<file path="config.mk">
export PLATFORM = sky130hd
export DESIGN_NAME = mips_data_ram
export DESIGN_NICKNAME = d
export VERILOG_FILES = /design/src/rtl/mips_data_ram.sv
export SDC_FILE = /design/constraint.sdc
export NUM_CORES = 2
export LEC_CHECK = 0
export CAP_MARGIN = 30
export CORE_UTILIZATION = 56
export CTS_CLUSTER_DIAMETER = 200
export DETAILED_ROUTE_END_ITERATION = 10
export GPL_TIMING_DRIVEN = 1
export PLACE_DENSITY_LB_ADDON = 0.15
export SYNTH_ARGS = -nofsm -noshare
export SYNTH_HDL_FRONTEND = slang
export SYNTH_SLANG_ARGS = --single-unit
</file>
<file path="constraint.sdc">
create_clock -name clk -period 4.5 [get_ports clk]
set_input_delay 0.45 -clock clk [delete_from_list [all_inputs] [get_ports clk]]
set_output_delay 0.45 -clock clk [all_outputs]
set_load 0.1 [all_outputs]
</file>
<file path="src/rtl/mips_data_ram.sv">
// mips_data_ram: parametrised single-port data memory for the MIPS datapath.
// Byte-lane writes, combinational (SYNC_READ=0) or registered (SYNC_READ=1)
// read, and an optional post-reset sequencer that zeroes every word.
// Ports:
//   clk, rst_n     clock, asynchronous active-low reset
//   a              word address (read and write)
//   d, we, be      write data, write enable, byte-lane enables
//   re             read request (registered-read mode only)
//   spo            read data
//   rd_valid       read data valid (~busy in combinational-read mode)
//   busy           clear sequence in progress, requests ignored
module mips_data_ram #(
  parameter int unsigned DATA_W         = 32,
  parameter int unsigned ADDR_W         = 6,
  parameter int unsigned SYNC_READ      = 0,
  parameter int unsigned CLEAR_ON_RESET = 1
) (
  input  logic                  clk,
  input  logic                  rst_n,
  input  logic [ADDR_W-1:0]     a,
  input  logic [DATA_W-1:0]     d,
  input  logic                  we,
  input  logic [DATA_W/8-1:0]   be,
  input  logic                  re,
  output logic [DATA_W-1:0]     spo,
  output logic                  rd_valid,
  output logic                  busy
);

  localparam int unsigned DEPTH = 1 << ADDR_W;
  localparam int unsigned LANES = DATA_W / 8;
  localparam bit          SYNC  = (SYNC_READ != 0);
  localparam bit          CLEAR = (CLEAR_ON_RESET != 0);

  typedef enum logic {
    S_CLEAR = 1'b0,
    S_READY = 1'b1
  } state_e;

  state_e              state_q, state_d;
  logic [ADDR_W-1:0]   cnt_q, cnt_d;
  logic                clr_we_c;
  logic                busy_c;
  logic                wr_en_c;
  logic [DATA_W-1:0]   rd_word_c;
  logic [DATA_W-1:0]   merged_c;
  logic [DATA_W-1:0]   spo_q, spo_d;
  logic                rd_valid_q, rd_valid_d;

  logic [DATA_W-1:0]   mem [DEPTH];

  // Clear sequencer state register; array contents are not reset.
  always_ff @(posedge clk or negedge rst_n) begin
    if (!rst_n) begin
      state_q <= CLEAR ? S_CLEAR : S_READY;
      cnt_q   <= '0;
    end else begin
      state_q <= state_d;
      cnt_q   <= cnt_d;
    end
  end

  // Clear sequencer: one zero write per cycle, last address hands over to READY.
  always_comb begin
    state_d  = state_q;
    cnt_d    = cnt_q;
    clr_we_c = 1'b0;
    case (state_q)
      S_CLEAR: begin
        clr_we_c = 1'b1;
        cnt_d    = cnt_q + ADDR_W'(1);
        if (cnt_q == ADDR_W'(DEPTH - 1)) begin
          state_d = S_READY;
        end
      end
      S_READY: begin
        state_d = S_READY;
      end
      default: begin
        state_d = S_READY;
      end
    endcase
  end

  assign busy_c    = (state_q == S_CLEAR);
  assign wr_en_c   = we & ~busy_c;
  assign rd_word_c = mem[a];

  // Old word with the enabled lanes replaced by d; also the write-first read value.
  always_comb begin
    merged_c = rd_word_c;
    for (int i = 0; i < int'(LANES); i++) begin
      if (be[i]) begin
        merged_c[8*i +: 8] = d[8*i +: 8];
      end
    end
  end

  // Storage array: clear writes take priority and only occur while busy.
  always_ff @(posedge clk) begin
    if (clr_we_c) begin
      mem[cnt_q] <= '0;
    end else if (wr_en_c) begin
      mem[a] <= merged_c;
    end
  end

  // Registered read path next-state (write-first on the shared address).
  always_comb begin
    spo_d      = spo_q;
    rd_valid_d = 1'b0;
    if (busy_c) begin
      spo_d = '0;
    end else if (re) begin
      spo_d      = we ? merged_c : rd_word_c;
      rd_valid_d = 1'b1;
    end
  end

  always_ff @(posedge clk or negedge rst_n) begin
    if (!rst_n) begin
      spo_q      <= '0;
      rd_valid_q <= 1'b0;
    end else begin
      spo_q      <= spo_d;
      rd_valid_q <= rd_valid_d;
    end
  end

  // Output select by read mode; combinational mode forces zero while clearing.
  assign spo      = SYNC ? spo_q : (busy_c ? '0 : rd_word_c);
  assign rd_valid = SYNC ? rd_valid_q : ~busy_c;
  assign busy     = busy_c;

endmodule

</file>
==> key figures <==
Layout
  • Layout cells sized above 1: a little under a third
  • Final #Nets: approximately 4400
  • Sequential cell area: 0.0617 sq mm
  • Ant. Diodes: 0
  • Syn-to-layout area delta: 15.4%
  • Area of the multi-input gates: between 0.015 and 0.02 sq mm
  • Non-Filler Instances: between 6000 and 7000
  • Fillers: 9365
  • Final Core Density: approximately two thirds

Power
  • Cell Pwr Density: 412 mW/mm^2
  • P_int: approximately 0.030 W
  • Net Sw Frac: between 20% and 30%
  • Part of the power in registers: 54.3%
  • Power, Total: 0.0381 W
  • Comb pwr share: under 10%
  • Leak pwr: roughly 24 nW
  • Max IR drop VDD: 0.338 mV
  • Net switching power figure: around 0.0079 W
  • Clock network power share: 42.4%

Timing
  • Peak Freq: 231 MHz
  • Final TNS setup: 0 ns
  • Final Hold Vio Count: 0
  • Worst-margin pin slew: approximately 1.1 ns
  • Final setup viols: 0
  • Count of final max-slew check failures: 0
  • Final Critical Period: 4.32 ns
  • RSZ-0062 raised after global routing: false
  • Max-slew headroom: 25.0%
  • Period utilization: a little over nine tenths
  • Clock Skews: between 0.03 and 0.04 ns

Logic synthesis
  • Seq cells post-synth: 2055
  • Mean Syn Cell Area: about 20 sq um
  • Synth warn: 0
  • Asr flop ratio synth: less than 1%
  • Synth area leaders: edfxtp_1, mux4_2, mux2_2
  • Seq/Total Area, Yosys: between 70% and 80%
  • Ys flop type: edfxtp_1
  • Post-synth cell types: 53
  • Synth Instances: approximately 4000
  • Cell taking the most area after synthesis: edfxtp_1
  • Top-area cell type share of the netlist area: roughly 77%
  • Post-synth EDFFs: between 2000 and 2500
  • Synthesized cell area: between 0.08 and 0.09 sq mm
  • Post-Syn Nets: 4020

Die
  • Total core area: about 0.14 sq mm
  • Die X: 380 um
  • Die ar.: 0.145 sq mm
  • Die Ht: between 300 and 400 um
  • # rows: between 100 and 150
  • Initial Util: 56.5%
  • # IOs: 80

Drt
  • DRT Wirelength: 206 mm
  • Residual DRC: 0
  • Post-DRT Antenna Nets: 0
  • Via density: around 6.5
  • Via count: around 42000
  • Drt pass-1 iters: 5
  • Routed len/inst: 32.3 um
  • Iter 0 DRT Violations: between 5000 and 6000

GRT
  • Vias in the first global route: about 41000
  • Initial antenna violation count: 6
  • Overflow after GRT: 0
  • Global-route wire length before repair: 295 mm
  • Largest net degree at the start of global routing: between 100 and 150
  • Gr usage total: around 29%

Setup path
  • Max incr delay on CP: between 0.9 and 1 ns
  • WS Path Type: in2out
  • Worst-path fanout max: 27
  • Req. time, crit path: 4.05 ns
  • CP Launch Type: input pin
  • CP bufs+invs: 6
  • CP most frequent cell: buf_12
  • Crit path cell chain: clkdlybuf4s50_1, buf_4, nor3b_2, buf_12, buf_12, a22oi_1, nand2_1, buf_12, nor4_1, a211oi_1, buf_12
  • CP endpoint kind: output pin
  • Reg2reg start: rd_valid
  • CP arrival: approximately 3.9 ns
  • Cell family with most CP delay: buffers and inverters
  • Worst Setup SP: a[5]
  • Crit-path slowest cell: a211oi_1

Clock tree
  • CTS Sinks: 2055
  • Root Buffer Master: clkbuf_16
  • Num CTS Buffers: 199
  • TritonCTS clock tree: done
  • CTS H-Tree Depth: 4
  • CTS max path bufs: 3
  • Clock transition at the registers of the reported paths: ~0.06 ns
  • Worst-Skew Late Latency: 0.84 ns
  • Post-CTS Resized: 0
  • Buffer count from post-CTS setup fixing: 0

Placed design
  • DP Cell Count: ~6000
  • # port buffers: 78
  • Dpl hpwl: 120 mm
  • Placer Congestion: roughly 0.94

Worst hold path
  • Min-Delay Path Class: reg2reg
  • HP Start: cnt_q[0]

Outcome
  • Status: finished, final reports clean

Job
  • # Max-Cap Violations: 0
layout by cell type (no fill, tap or decap), types with 28 or more instances in the layout:
cell type and count:
a211oi_1 29, a22oi_1 115, buf_12 109, buf_4 229, clkbuf_1 48, clkbuf_16 202, clkdlybuf4s50_1 42, clkinv_1 51
clkinv_2 34, edfxtp_1 2048, mux2_2 451, mux2i_1 33, mux4_2 252, nand2_1 87, nand3_1 39, nor2_4 64
nor3_1 155, nor4_1 29, o211ai_1 28, o22ai_1 234, o31ai_1 28
flip-flops by register name (all words and copies together) (netlist names):
| signal | flops |
|---|---|
| mem | 2048 |
| cnt_q | 6 |
| rd_valid | 1 |
layout make-up:
type | instances | area share (%)
multi-input combinational | 1675 | 19.1
tap | 1890 | 2.56
sequential | 2055 | 66.7
inverter | 4 | 0.0162
clock inverter | 120 | 1.18
clock buffer | 250 | 5.66
timing repair buffer | 392 | 4.79
Yosys cell counts, drive strengths merged (2+ instances only):
master / instances
and2: 2
o311a: 2
nor2b: 7
nand3: 39
nor2: 70
mux2i: 33
nor3b: 2
a21oi: 6
o211ai: 28
a21o: 3
buf: 157
xnor2: 4
a31oi: 3
edfxtp: 2048
and3: 2
or2: 2
or3: 7
a221oi: 2
a211oi: 29
a2111oi: 2
o21ai: 10
o22ai: 234
nor4: 30
nand4: 7
a21boi: 3
inv: 3
mux2: 451
a22oi: 115
nand2b: 10
dfrtp: 7
o221ai: 3
o31ai: 32
or4: 2
nand2: 88
mux4: 276
and3b: 2
nor3: 155
nand3b: 7
clkbuf: 82
logic make-up after synthesis:
family                   share of synthesized area [%]
flip-flops                                        77.0
multiplexers                                      14.6
AO/OA/AOI/OAI                                     4.07
AND/OR/NAND/NOR                                   2.61
buffers and inverters                             1.67
XOR/XNOR                                        0.0546
adder cells (fa/ha/maj)                         0.0156
worst paths after layout:
kind / end / depth (start not counted) / slack (ns)
hold / removal: cnt_q[0] / 1 / 0.51
max in group asynchronous: cnt_q[3] / 2 / 3.68
min in group asynchronous: cnt_q[1] / 2 / 0.56
setup reg to reg: mem[28][7] / 6 / 1.30
hold reg to reg: cnt_q[0] / 1 / 0.51
setup / recovery: spo[15] / 11 / 0.18
routing by layer:
metal	global-route usage [%]	share of wire, %
met4	11.1	3.9
met3	4.98	9.3
met1	42.7	41
met5	0	0.013
met2	42.9	46
per-stage QoR:
stage / setup WS, ns / hold slack [ns] / instance area, sq um
CTS: 0.284 / 0.509 / 92500
detailed placement: 0.284 / 0.499 / 86200
finish: 0.179 / 0.511 / 92500
floorplan: -0.460 / 0.154 / 80200
global placement: 0.170 / 0.489 / 86100
global route: 0.125 / 0.521 / 92500
power groups by stage:
stage	Sequential, W	Combinational [W]	Clock, W
floorplan	0.0211	0.000663	0
global placement	0.0211	0.00121	0
detailed placement	0.0211	0.00122	0
CTS	0.0207	0.00122	0.0164
global route	0.0207	0.00128	0.0171
finish	0.0207	0.00124	0.0162
what timing repair did:
action | 4_1_cts | 5_1_grt
setup endpoints to repair | 0 | 0
hold buffers | 1 | 0
hold endpoints to repair | 7 | 0
(Power assumes the default switching activity.)
